===== config.mk =====
export PLATFORM = sky130hd
export DESIGN_NAME = counter_mod_n_flat
export DESIGN_NICKNAME = d
export VERILOG_FILES = /design/src/rtl/counter_mod_n_if.sv /design/src/rtl/counter_mod_n.sv /design/src/flat_wrapper.sv
export SDC_FILE = /design/constraint.sdc
export NUM_CORES = 1
export LEC_CHECK = 0
export BUFFER_PORTS_ARGS = -buffer_cell sky130_fd_sc_hd__buf_2
export CELL_PAD_IN_SITES_DETAIL_PLACEMENT = 1
export CELL_PAD_IN_SITES_GLOBAL_PLACEMENT = 2
export CORE_MARGIN = 3
export CORE_UTILIZATION = 23
export DETAILED_ROUTE_END_ITERATION = 16
export GPL_ROUTABILITY_DRIVEN = 0
export MAX_ROUTING_LAYER = met4
export PLACE_DENSITY_LB_ADDON = 0.1
export SYNTH_ARGS = -nofsm -noshare
export SYNTH_HDL_FRONTEND = slang
export SYNTH_SLANG_ARGS = --single-unit

===== constraint.sdc =====
create_clock -name clk -period 2.25 [get_ports clk]
set_input_delay 0 -clock clk [delete_from_list [all_inputs] [get_ports clk]]
set_output_delay 0 -clock clk [all_outputs]
set_load 0.005 [all_outputs]

===== src/rtl/counter_mod_n_if.sv =====
`default_nettype none
// ============================================================================
//  Module      : counter_mod_n_if
//  Description : Control/status bundle for one counter_mod_n stage.
//                master modport = controller (drives controls, reads status)
//                slave  modport = counter    (reads controls, drives status)
//  Signals     : ce, ci, up, load, din[WIDTH], ovf_clr  -> counter
//                q[WIDTH], rc, ovf                      <- counter
//  Revision    : 1.0  initial release
// ============================================================================
interface counter_mod_n_if #(
  parameter int WIDTH = 4
);
  logic             ce;
  logic             ci;
  logic             up;
  logic             load;
  logic [WIDTH-1:0] din;
  logic             ovf_clr;
  logic [WIDTH-1:0] q;
  logic             rc;
  logic             ovf;

  modport master (
    output ce, ci, up, load, din, ovf_clr,
    input  q, rc, ovf
  );

  modport slave (
    input  ce, ci, up, load, din, ovf_clr,
    output q, rc, ovf
  );
endinterface
`default_nettype wire


===== src/rtl/counter_mod_n.sv =====
`default_nettype none
// ============================================================================
//  Module      : counter_mod_n
//  Description : Cascadable up/down modulo-MODULUS counter with parallel
//                load (clamped to MODULUS-1), optional saturation at the
//                terminal count, combinational ripple carry and a sticky
//                terminal-crossing flag.
//  Ports       : clk  - rising-edge clock
//                rst  - asynchronous active-high reset
//                bus  - counter_mod_n_if.slave
//                       ce/ci  count enable / cascade carry-in
//                       up     direction (1 = increment)
//                       load/din  parallel load
//                       ovf_clr   clear of sticky ovf
//                       q      registered count
//                       rc     ripple carry (to next stage ci)
//                       ovf    sticky terminal-crossing flag
//  Revision    : 1.0  initial release
// ============================================================================
module counter_mod_n #(
  parameter int              WIDTH    = 4,
  parameter longint unsigned MODULUS  = 16,
  parameter int              SATURATE = 0
) (
  input wire             clk,
  input wire             rst,
  counter_mod_n_if.slave bus
);

  localparam logic [WIDTH-1:0] C_TERM = WIDTH'(MODULUS - 64'd1);
  localparam logic [WIDTH-1:0] C_ONE  = WIDTH'(1);
  localparam bit               C_SAT  = (SATURATE != 0);

  logic [WIDTH-1:0] q_q;
  logic [WIDTH-1:0] q_d;
  logic             ovf_q;
  logic             ovf_d;

  logic             w_at_top;
  logic             w_at_bot;
  logic             w_rc;
  logic             w_step;
  logic             w_din_ok;

  assign w_at_top = (q_q == C_TERM);
  assign w_at_bot = (q_q == '0);

  // Ripple carry ignores load and SATURATE so a cascade sees the same
  // carry regardless of how the stage is configured.
  assign w_rc     = bus.ce & bus.ci & (bus.up ? w_at_top : w_at_bot);
  assign w_step   = bus.ce & bus.ci & ~bus.load;

  // Compare in 64 bits so MODULUS = 2**WIDTH (incl. WIDTH = 32) is exact.
  assign w_din_ok = ({{(64-WIDTH){1'b0}}, bus.din} < MODULUS);

  always_comb begin
    q_d   = q_q;
    ovf_d = ovf_q;

    if (bus.load) begin
      q_d = w_din_ok ? bus.din : C_TERM;
    end else if (w_step) begin
      if (bus.up) begin
        if (w_at_top) q_d = C_SAT ? q_q : '0;
        else          q_d = q_q + C_ONE;
      end else begin
        if (w_at_bot) q_d = C_SAT ? q_q : C_TERM;
        else          q_d = q_q - C_ONE;
      end
    end

    // Clear first, then a terminal event on the same edge overrides it.
    // Load suppresses the step, so a load always leaves ovf cleared.
    if (bus.load || bus.ovf_clr) ovf_d = 1'b0;
    if (w_step && w_rc)          ovf_d = 1'b1;
  end

  always_ff @(posedge clk or posedge rst) begin
    if (rst) begin
      q_q   <= '0;
      ovf_q <= 1'b0;
    end else begin
      q_q   <= q_d;
      ovf_q <= ovf_d;
    end
  end

  assign bus.q   = q_q;
  assign bus.rc  = w_rc;
  assign bus.ovf = ovf_q;

endmodule
`default_nettype wire


===== src/flat_wrapper.sv =====
// flat-port wrapper written by rule: the top's interface ports become plain ports
module counter_mod_n_flat 
#(
  parameter int              WIDTH    = 4,
  parameter longint unsigned MODULUS  = 16,
  parameter int              SATURATE = 0
)
  (clk, rst, bus_ce, bus_ci, bus_up, bus_load, bus_din, bus_ovf_clr, bus_q, bus_rc, bus_ovf);
  counter_mod_n_if #(.WIDTH(WIDTH)) bus_i ();
  input wire clk;
  input wire rst;
  input wire logic [$bits(bus_i.ce)-1:0] bus_ce;
  input wire logic [$bits(bus_i.ci)-1:0] bus_ci;
  input wire logic [$bits(bus_i.up)-1:0] bus_up;
  input wire logic [$bits(bus_i.load)-1:0] bus_load;
  input wire logic [$bits(bus_i.din)-1:0] bus_din;
  input wire logic [$bits(bus_i.ovf_clr)-1:0] bus_ovf_clr;
  output wire logic [$bits(bus_i.q)-1:0] bus_q;
  output wire logic [$bits(bus_i.rc)-1:0] bus_rc;
  output wire logic [$bits(bus_i.ovf)-1:0] bus_ovf;
  assign bus_i.ce = bus_ce;
  assign bus_i.ci = bus_ci;
  assign bus_i.up = bus_up;
  assign bus_i.load = bus_load;
  assign bus_i.din = bus_din;
  assign bus_i.ovf_clr = bus_ovf_clr;
  assign bus_q = bus_i.q;
  assign bus_rc = bus_i.rc;
  assign bus_ovf = bus_i.ovf;
  counter_mod_n #(.WIDTH(WIDTH), .MODULUS(MODULUS), .SATURATE(SATURATE)) u_core (.clk(clk), .rst(rst), .bus(bus_i));
endmodule

==> summary.txt, run 1 <==
STA
  – Final worst hold slack: roughly 0.070 ns
  – Max-slew violations: 0
  – Layout Skew: 0.00570 ns
  – Total Neg Setup Slack: 0 ns
  – Relative slew slack: around three quarters
  – Period minus WS final: between 1.5 and 2 ns
  – Endpoints failing hold: 0
  – Worst-Margin Slew: between 0.3 and 0.4 ns
  – Max Clk Rate: approximately 0.60 GHz
  – Final number of setup-violating endpoints: 0
  – Fin crit share: between 70% and 80%
  – RSZ-0062 raised after global routing: false

Pwr
  – Pwr Total: approximately 320 uW
  – Clock network power share: a little under a third
  – Power Internal: around 220 uW
  – Switch Pwr: just over 100 uW
  – PwrDens: 579 mW/mm^2
  – Sw frac: between 30% and 40%
  – Flop pwr share: ~38%
  – Max VDD drop: ~0.25 mV
  – Combinational power share: ~30%
  – Leak: roughly 0.00027 uW

Run
  – Max-Cap Viols: 0

Final layout
  – ANT cells: 0
  – Nets: 84
  – Layout cell share with drive strength beyond 1: 30.0%
  – Layout area overhead: 35.7%
  – Multi-input combinational cell area: between 200 and 250 sq um
  – Final cell count without fillers: 86
  – Design area: ~550 sq um
  – FF+latch area: 125 sq um
  – Fill cells: between 200 and 250

Logic synthesis
  – Sequential share of the synthesized area: roughly 30%
  – Dominant synthesized flop cell: dfrtp_1
  – Leading area contributor after synthesis: dfrtp_1
  – Post-synth EDFFs: 0
  – Synthesized Nets: 62
  – Yosys reg bits: 5
  – Synth async-reset ratio: 100%
  – Mean area per synthesized cell: a little over 8 sq um
  – YS warnings: 0
  – Netlist Area Pre-Place: between 400 and 500 sq um
  – Syn Inst Count: 49
  – Distinct cells, synth: 27
  – Area contributors post-synth: dfrtp_1 31%, ha_1 6.2%, a21oi_1 4.9%, inv_1 4.6%, xnor2_1 4.3%
  – Commonest cells in the netlist: 5 x dfrtp_1, 5 x inv_1, 4 x a21oi_1, 4 x nor2_1, 3 x nand2_1
  – Top cell type's share of synthesized area: between 30% and 40%

Worst setup path
  – Critical-path cell list: inv_1 -> ha_1 -> nor4b_1 -> a41oi_1 -> nor2_1 -> buf_2
  – WP data required: 2.25 ns
  – Crit Path Class: register to primary output
  – Crit end category: primary output
  – Critical path's largest stage delay: ~0.44 ns
  – Startpoint types: register
  – Crit-path max FO: 8
  – R2R cell count: 6
  – CP arrival: around 1.7 ns
  – Crit-path slowest cell: dfrtp_1

Route
  – DRT Pass-1 Iters: 4
  – Vias: approximately 420
  – Routed wire length: about 1100 microns
  – Final ANT Viol Nets: 0
  – Number of remaining DRC errors: 0
  – Drt initial violations: 7
  – Vias per inst: approximately 4.9
  – DR WL/cell: about 13 microns

Floorplan
  – Core box area: between 0.0015 and 0.002 sq mm
  – Starting Density: approximately a quarter
  – Total die area: between 0.002 and 0.0025 sq mm
  – IO Count: 17
  – FP Rows: 14
  – Die X-Extent: between 40 and 50 microns
  – Die Y: slightly below 50 microns

Clock network
  – Num CTS Buffers: 3
  – Clock Latency Late Sink: 0.24 ns
  – H-Tree Depth: 1
  – Clk buf depth: 2
  – CTS sink cnt: 5
  – Worst-path clk slew: around 0.040 ns
  – Post-CTS Setup Bufs: 0
  – CTS Root Cell: clkbuf_4
  – CTS resizes: 0
  – CTS tree: built
  – Hold_buf cts: 4

Hold path
  – Worst hold path type: input pin to register
  – Min-Delay Path Depth: 2

Placed design
  – DP Area: just under 500 sq um
  – Final HPWL DP: 843 microns
  – I/O Buffers: 16
  – Placed instance count: slightly below 80

Global route
  – Gr usage total: between 10 and 15%
  – Largest net degree at the start of global routing: 11
  – First-pass GRT wire length: ~1600 microns
  – Vias in the first global route: 382
  – Remaining Overflow, GRT: 0
  – Initial antenna violation count: 0

Run status
  – Status: complete, no violations
## cells by family (layout without fill, tap and decap cells)
logic type | after synthesis | after routing | share of synthesized area (%)
compound gates | 14 | 14 | 21.5
xor+xnor | 3 | 3 | 6.46
fa+ha+maj | 2 | 2 | 6.15
buf+inv | 8 | 29 | 9.85
flops | 5 | 5 | 30.8
mux | 2 | 2 | 5.23
simple gates | 15 | 15 | 20.0
## area by class of cell
cell class              instances  area share (%)
multi-input cells              36            43.8
flip-flops and latches          5            22.7
repair buffers                 20            21.8
clock buffers                   4            4.76
well taps                      16            3.63
inverters                       5            3.40
## flip-flops by register name, summed over array words and instances (netlist names)
| register | cells |
|---|---|
| u_core.bus.ovf | 1 |
| u_core.bus.q | 4 |
## metal layers
| metal | global-route usage [%] | up-vias | wire [microns] |
|---|---|---|---|
| li1 | - | 213 | - |
| met5 | - | - | 0 |
| met3 | 4.51 | 0 | 42 |
| met2 | 16.6 | 13 | 551 |
| met1 | 13.7 | 197 | 502 |
| met4 | 1.61 | 0 | 0 |
## worst paths after layout
check                                 from               to  slack, ns
setup / recovery           u_core.bus.q[0]           bus_rc       0.58
hold / removal                    bus_load   u_core.bus.ovf       0.07
setup reg to reg           u_core.bus.q[0]  u_core.bus.q[0]       0.67
hold reg to reg             u_core.bus.ovf   u_core.bus.ovf       0.64
max in group asynchronous              rst  u_core.bus.q[3]       1.86
min in group asynchronous              rst   u_core.bus.ovf       0.21
## power by group through the flow
| stage | sequential [uW] | combinational [uW] | clock (uW) |
|---|---|---|---|
| floorplan | 114 | 72.6 | 0 |
| global placement | 122 | 95.0 | 0 |
| detailed placement | 122 | 93.9 | 0 |
| CTS | 121 | 99.6 | 109 |
| global route | 123 | 111 | 113 |
| finish | 120 | 97.5 | 102 |
## critical path, delay by kind of cell (launching register included)
| family | cells | cell delay [ns] |
|---|---|---|
| AOI/OAI and AO/OA | 1 | 0.13 |
| adders and majority gates | 1 | 0.17 |
| buffers and inverters | 2 | 0.23 |
| DFF | 1 | 0.44 |
| and+or+nand+nor | 2 | 0.46 |
## stage by stage
stage	worst slack, ns	utilization, %
after floorplan	0.744	-
after global placement	0.658	30.8
after detailed placement	0.640	30.8
after CTS	0.540	35.0
after global routing	0.366	35.0
final	0.583	35.0
## cells in the final DEF, fill, tap and decap left out, types with 2 or more instances in the layout
cell type and count:
o21ai_1 2, nand2_1 3, nor2_1 4, nor3_1 2, ha_1 2, dfrtp_1 5
clkbuf_4 3, a21oi_1 4, o21ai_0 2, inv_1 5, xnor2_1 2, buf_2 16
dlygate4sd3_1 4
Power figures use the tool's default switching activity.
==> inputs of run 2 (changes only) <==
--- a/config.mk
+++ b/config.mk
@@ -5,11 +5,13 @@
 export SDC_FILE = /design/constraint.sdc
 export NUM_CORES = 1
 export LEC_CHECK = 0
+export ABC_AREA = 1
 export BUFFER_PORTS_ARGS = -buffer_cell sky130_fd_sc_hd__buf_2
 export CELL_PAD_IN_SITES_DETAIL_PLACEMENT = 1
 export CELL_PAD_IN_SITES_GLOBAL_PLACEMENT = 2
+export CORE_ASPECT_RATIO = 1.4
 export CORE_MARGIN = 3
-export CORE_UTILIZATION = 23
+export CORE_UTILIZATION = 22
 export DETAILED_ROUTE_END_ITERATION = 16
 export GPL_ROUTABILITY_DRIVEN = 0
 export MAX_ROUTING_LAYER = met4
==> constraint.sdc (replaced) <==
create_clock -name clk -period 1.7 [get_ports clk]
set_input_delay 0 -clock clk [delete_from_list [all_inputs] [get_ports clk]]
set_output_delay 0 -clock clk [all_outputs]
set_load 0.005 [all_outputs]
==> run 2 against run 1 <==
Compared with the run above: synthesized area grew 2.5%; die area grew 6.5%; hold slack lost 0.068 ns; register-to-register slack lost 0.31 ns; global-route usage grew 1.8 points; sequential power grew 31%; via count grew 19%; largest power group unchanged; first-iteration DRC count shrank 14%.
==> summary.txt, run 2 <==
Route
  – Drt initial violations: 6 (-1)
  – Final ANT Viol Nets: 0 (unchanged)
  – Number of remaining DRC errors: 0 (unchanged)
  – Vias per inst: 4.50 (-8.5%)
  – Routed wire length: 1280 microns (+17%)
  – DRT Pass-1 Iters: 2 (-2)
  – DR WL/cell: 11.5 microns (-10%)
  – Vias: 504 (+19%)

Final layout
  – Design area: 598 sq um (+8.4%)
  – Commonest non-fill, non-tap cell in the layout: nand2_1
  – Nets: 106 (+26%)
  – Max reg flops: 4 (unchanged)
  – Layout area overhead: 43.5%
  – Fin util: 33.6% (-1.4 points)
  – Commonest cells after routing, fill and taps aside: 24 x nand2_1, 16 x inv_1, 16 x buf_2
  – ANT cells: 0 (unchanged)
  – Layout cell share with drive strength beyond 1: 21.7% (-8.3 points)

STA
  – RSZ-0062 raised after global routing: false
  – Total Neg Setup Slack: 0 ns (unchanged)
  – Max Clk Rate: ~0.70 GHz
  – Worst-Margin Slew: 0.270 ns (-0.114 ns)
  – Period minus WS final: 1.43 ns
  – PnR worst setup slack: 0.269 ns (-0.313 ns)
  – Layout Skew: 0.00405 ns (-0.00165 ns)
  – Relative slew slack: 82.0% (+8.0 points)
  – Fin crit share: between 80% and 90%
  – Endpoints failing hold: 0 (unchanged)
  – Max-slew violations: 0 (unchanged)
  – Final number of setup-violating endpoints: 0 (unchanged)

Clock network
  – Num CTS Buffers: 3 (unchanged)
  – H-Tree Depth: 1 (unchanged)
  – CTS sink cnt: 5 (unchanged)
  – CTS tree: built
  – Worst-path clk slew: 0.05 ns (about the same)
  – Clock Latency Late Sink: 0.25 ns (about the same)
  – CTS Root Cell: clkbuf_4
  – Clk buf depth: 2 (unchanged)
  – CTS resizes: 0 (unchanged)
  – Post-CTS Setup Bufs: 0 (unchanged)
  – Hold_buf cts: 5 (+1)

Worst setup path
  – Crit Path Class: register to primary output
  – Critical-path cell list: ha_1 -> inv_1 -> nand2_1 -> nand2_1 -> inv_1 -> nand3_1 -> inv_1 -> buf_2
  – CP Buf/Inv Count: 4 (+2)
  – Crit-path max FO: 6 (-2)
  – CP arrival: 1.43 ns (-0.24 ns)
  – WP data required: 1.70 ns (-0.55 ns)
  – CP delay by family, top: flip-flops
  – Top cell by count, worst path: inv_1
  – Reg2reg end: u_core.bus.q[2]
  – Critical path's largest stage delay: 0.43 ns (about the same)
  – R2R cell count: 6 (unchanged)
  – Worst r2r src: u_core.bus.q[0]
  – Crit-path slowest cell: dfrtp_1
  – Reg2reg setup slack: 0.36 ns (-0.31 ns)
  – Crit end category: primary output
  – Startpoint types: register

Global route
  – Largest net degree at the start of global routing: 9 (-2)
  – Gr usage total: 12.7% (+1.8 points)
  – Remaining Overflow, GRT: 0 (unchanged)
  – First-pass GRT wire length: 2240 microns (+37%)
  – Initial antenna violation count: 0 (unchanged)
  – Vias in the first global route: 510 (+34%)

Run status
  – Status: complete, no violations

Logic synthesis
  – Top cell type's share of synthesized area: 30.0% (-0.74 points)
  – Dominant synthesized flop cell: dfrtp_1
  – Most instantiated library cell after synthesis: nand2_1
  – Mean area per synthesized cell: 6.22 sq um (-25%)
  – Synth async-reset ratio: 100% (unchanged)
  – YS warnings: 0 (unchanged)
  – Yosys reg bits: 5 (unchanged)
  – Synthesized Nets: 80 (+29%)
  – Sequential share of the synthesized area: 30.0% (-0.74 points)
  – Leading area contributor after synthesis: dfrtp_1
  – Commonest cells in the netlist: 24 x nand2_1, 16 x inv_1, 7 x nand3_1
  – Netlist Area Pre-Place: 417 sq um (+2.5%)
  – Syn Inst Count: 67 (+37%)
  – Distinct cells, synth: 14 (-48%)
  – Area contributors post-synth: dfrtp_1 30%, nand2_1 22%, inv_1 14%, nand3_1 8.4%, ha_1 6.0%
  – Post-synth EDFFs: 0 (unchanged)

Placed design
  – Place WS: 0.366 ns (-0.274 ns)
  – I/O Buffers: 16 (unchanged)
  – Final HPWL DP: 1020 microns (+21%)
  – DP Area: 522 sq um (+7.5%)

Floorplan
  – IO Count: 17 (unchanged)
  – Total die area: 0.00246 sq mm (+6.5%)
  – FP Rows: 18 (+4)
  – Core box area: 0.00178 sq mm (+13%)
  – Die X-Extent: 42.8 microns (-11%)
  – Die Y: 57.5 microns (+20%)
  – Starting Density: 23.4% (-2.4 points)

Pwr
  – Leak: 0.000367 uW (+38%)
  – Pwr Total: 436 uW (+36%)
  – Clock network power share: 32.5% (+0.6 points)
  – Flop pwr share: 36.0% (-1.5 points)
  – PwrDens: 729 mW/mm^2 (+26%)
  – Combinational power share: 31.5% (+1.0 points)
  – Power Internal: 284 uW (+30%)
  – Max VDD drop: 0.478 mV (+91%)
  – Switch Pwr: 152 uW (+51%)
  – Sw frac: 34.9% (+3.3 points)

Hold path
  – Hold Startpoint: bus_din[0]
  – Worst hold path type: input pin to register
  – Min-Delay Path Depth: 3 (+1)
  – Worst Hold End: u_core.bus.q[0]

Run
  – Max-Cap Viols: 0 (unchanged)
-- run 2: worst register-to-register path, delay by kind of cell, from the launching register on --
family | cells | cell delay [ns]
flops | 1 | 0.42
fa+ha+maj | 1 | 0.24
compound gates | 1 | 0.20
xor+xnor | 1 | 0.17
simple gates | 2 | 0.13
buf+inv | 1 | 0.11
-- run 2: through the flow --
stage                     instances  hold slack [ns]
after floorplan                  67           -0.221
after global placement          103          -0.0876
after detailed placement        103          -0.0851
after CTS                       112          0.00283
after global routing            112           0.0279
final                           112          0.00273
-- run 2: final cells by class --
| class | instances | area, sq um |
|---|---|---|
| clock buffer | 4 | 26.3 |
| fill | 244 | 1180 |
| inverter | 16 | 60.1 |
| multi-input combinational | 46 | 231 |
| sequential | 5 | 125 |
| tap | 20 | 25.0 |
| timing repair buffer | 21 | 130 |
-- run 2: worst max path at each step --
stage / start / endpoint / slack, ns / cells past startpoint
finish: u_core.bus.q[0] / bus_rc / 0.27 / 8
global route: u_core.bus.q[1] / bus_rc / 0.14 / 8
CTS: u_core.bus.q[1] / bus_rc / 0.23 / 8
detailed placement: u_core.bus.q[0] / u_core.bus.q[2] / 0.37 / 6
global placement: u_core.bus.q[0] / u_core.bus.q[2] / 0.35 / 6
floorplan: u_core.bus.q[0] / u_core.bus.q[2] / 0.50 / 6
-- run 2: power groups by stage --
stage	clock network [uW]	logic (uW)	registers, uW
after global placement	0	134	159
after detailed placement	0	131	160
final	142	137	157
after floorplan	0	81.4	154
after CTS	150	141	158
after global routing	164	160	162
-- run 2: logic make-up after synthesis --
kind of cell / after synthesis / synth area share (%)
xor gates and xnor gates: 2 / 4.20
adders and majority gates: 2 / 6.01
DFF: 5 / 30.0
and+or+nand+nor: 36 / 36.6
AOI/OAI and AO/OA: 6 / 8.71
buffers and inverters: 16 / 14.4
-- run 2: per-layer routing --
layer / vias to the layer above / wire length (microns) / track usage [%]
li1: 255 / - / -
met1: 232 / 502 / 13.0
met2: 17 / 703 / 22.5
met3: 0 / 78 / 4.73
met4: 0 / 0 / 2.67
met5: - / 0 / -
==> inputs of run 3 (changes only) <==
==> constraint.sdc (replaced) <==
create_clock -name clk -period 1.4 [get_ports clk]
set_input_delay 0 -clock clk [delete_from_list [all_inputs] [get_ports clk]]
set_output_delay 0 -clock clk [all_outputs]
set_load 0.005 [all_outputs]
==> run 3 against run 2 <==
Compared with the run above: hold slack lost 0.00053 ns; clock power grew 18%; sequential cell count is the same; sequential power grew 20%; clock skew shrank 0.0032 ns; critical path depth is the same; non-clock buffer count grew 2; largest cell class unchanged; count of clock-buffer cells in the layout is the same; first-iteration DRC count shrank 83%; critical endpoint unchanged.
==> summary.txt, run 3 (synthesized netlist as in run 2, its figures left out) <==
Run status
  – Status: complete, no violations

Placed design
  – Final HPWL DP: 1020 microns (-0.39%)
  – I/O Buffers: 16 (unchanged)
  – Placed instance count: 104 (+0.97%)

STA
  – Endpoints failing hold: 0 (unchanged)
  – Final number of setup-violating endpoints: 0 (unchanged)
  – Worst-Margin Slew: 0.249 ns (-0.0206 ns)
  – Period minus WS final: ~1.3 ns
  – Max Clk Rate: roughly 0.76 GHz
  – Max-slew violations: 0 (unchanged)
  – Fin crit share: 93.8%
  – Layout Skew: 0.000810 ns (-0.00324 ns)
  – Relative slew slack: 83.4% (+1.4 points)

Pwr
  – Switch Pwr: 187 uW (+23%)
  – Flop pwr share: 34.5% (-1.5 points)
  – Leak: 0.000371 uW (+1.2%)
  – Clock network power share: 30.5% (-2.0 points)
  – Sw frac: 34.2% (-0.67 points)
  – Max VDD drop: 0.436 mV (-8.9%)
  – PwrDens: 872 mW/mm^2 (+20%)
  – Combinational power share: 35.0% (+3.5 points)
  – Power Internal: 360 uW (+27%)

Hold path
  – Worst Hold End: u_core.bus.ovf
  – Worst hold path type: input pin to register
  – Hold Startpoint: bus_load
  – Min-Delay Path Depth: 2 (-1)

Clock network
  – Num CTS Buffers: 3 (unchanged)
  – CTS sink cnt: 5 (unchanged)
  – H-Tree Depth: 1 (unchanged)
  – CTS tree: built
  – Worst-path clk slew: 0.04 ns (about the same)
  – Clk buf depth: 2 (unchanged)
  – CTS Root Cell: clkbuf_4
  – Clock Latency Late Sink: 0.24 ns (about the same)

Worst setup path
  – Worst r2r src: u_core.bus.q[0]
  – Crit end category: primary output
  – Reg2reg end: u_core.bus.q[0]
  – CP Buf/Inv Count: 4 (unchanged)
  – Crit-path slowest cell: dfrtp_1
  – Crit-path max FO: 3 (-3)
  – Startpoint types: register
  – CP delay by family, top: flip-flops
  – Critical-path cell list: ha_2 -> inv_1 -> nand2_1 -> nand2_2 -> inv_2 -> nand3_2 -> inv_1 -> buf_2
  – WP data required: 1.40 ns (-0.30 ns)
  – Critical path's largest stage delay: 0.40 ns (-0.03 ns)
  – R2R cell count: 8 (+2)
  – Reg2reg setup slack: 0.16 ns (-0.20 ns)
  – Crit Path Class: register to primary output
  – CP arrival: 1.31 ns (-0.12 ns)
  – Top cell by count, worst path: inv_1

Route
  – DRT Pass-1 Iters: 2 (unchanged)
  – Drt initial violations: 1 (-5)
  – WL met2: 691 microns (-1.7%)
  – Metal-1 WL: 525 microns (+4.6%)
  – DR WL/cell: 11.3 microns (-1.6%)
  – Met3 routed WL: 69 microns (-12%)
  – Vias: 510 (+1.2%)
  – Number of remaining DRC errors: 0 (unchanged)
  – Top sig layer: met3
  – Routed wire length: 1290 microns (+0.16%)
  – Vias per inst: 4.47 (-0.58%)
  – Final ANT Viol Nets: 0 (unchanged)

Floorplan
  – Starting Density: 23.4% (unchanged)
  – IO Count: 17 (unchanged)
  – Die Y: 57.5 microns (unchanged)
  – Core box area: 0.00178 sq mm (unchanged)
  – Die X-Extent: 42.8 microns (unchanged)
  – FP Rows: 18 (unchanged)
  – Total die area: 0.00246 sq mm (unchanged)

Global route
  – Largest net degree at the start of global routing: 9 (unchanged)
  – Gr usage total: 11.8% (-0.84 points)
  – Remaining Overflow, GRT: 0 (unchanged)
  – Initial antenna violation count: 0 (unchanged)
  – Vias in the first global route: 519 (+1.8%)
  – First-pass GRT wire length: 2160 microns (-3.4%)

Final layout
  – Commonest cells after routing, fill and taps aside: 23 x nand2_1, 16 x buf_2, 14 x inv_1
  – Commonest non-fill, non-tap cell in the layout: nand2_1
  – Final cell count without fillers: 114 (+1.8%)
  – Layout cell share with drive strength beyond 1: 33.0% (+11 points)
  – ANT cells: 0 (unchanged)
  – Max reg flops: 4 (unchanged)
  – Nets: 108 (+1.9%)
  – Layout area overhead: 50.5%
  – Fin util: 35.2% (+1.6 points)

Run
  – Max-Cap Viols: 0 (unchanged)
-- run 3: cell count changes in the layout (fill, tap and decap cells not counted), sizes merged --
cell / before / now
dlygate4sd3: 5 / 4
buf: 16 / 19
-- run 3: through the flow --
step           instance area (sq um)  worst slack [ns]  total power [uW]  setup TNS (ns)  hold slack [ns]
2_1_floorplan                    417             0.202               285               0           -0.221
3_3_place_gp                     529            0.0460               358               0          -0.0888
3_5_place_dp                     529            0.0951               358               0          -0.0808
4_1_cts                          608            0.0151               547               0          0.00180
5_1_grt                          627           -0.0152               595         -0.0152           0.0187
6_report                         627            0.0864               547               0          0.00220
-- run 3: how the worst max path moves through the flow --
| stage | start | end | slack, ns | cells past startpoint |
|---|---|---|---|---|
| 6_report | u_core.bus.q[1] | bus_rc | 0.09 | 8 |
| 5_1_grt | u_core.bus.q[0] | bus_rc | -0.02 | 7 |
| 4_1_cts | u_core.bus.q[0] | bus_rc | 0.02 | 8 |
| 3_5_place_dp | u_core.bus.q[0] | u_core.bus.q[0] | 0.1 | 8 |
| 3_3_place_gp | u_core.bus.q[0] | u_core.bus.q[0] | 0.05 | 8 |
| 2_1_floorplan | u_core.bus.q[0] | u_core.bus.q[2] | 0.20 | 6 |
-- run 3: per-layer routing --
| metal | track usage (%) | vias up |
|---|---|---|
| li1 | - | 259 |
| met1 | 13.6 | 235 |
| met2 | 19.7 | 16 |
| met3 | 2.84 | 0 |
| met4 | 4.00 | 0 |
| met5 | - | - |
-- run 3: what timing repair did --
action | in CTS | in global routing
endpoints found under the setup margin | 1 | 1
resized for setup | 2 | 6
hold buffers | 4 | 0
setup buffers | 1 | 1
pin swaps | 0 | 1
endpoints found under the hold margin | 8 | 0
-- run 3: cell type report --
type / count / area, sq um
fillers: 243 / 1150
multi-input cells: 46 / 246
flip-flops and latches: 5 / 126
well taps: 20 / 25.0
repair buffers: 23 / 143
inverters: 16 / 60.1
clock buffers: 4 / 26.3
-- run 3: power groups by stage --
stage / logic [uW] / registers, uW / clock network (uW)
2_1_floorplan: 98.9 / 187 / 0
3_3_place_gp: 168 / 190 / 0
3_5_place_dp: 167 / 191 / 0
4_1_cts: 185 / 187 / 174
5_1_grt: 220 / 192 / 183
6_report: 192 / 188 / 167
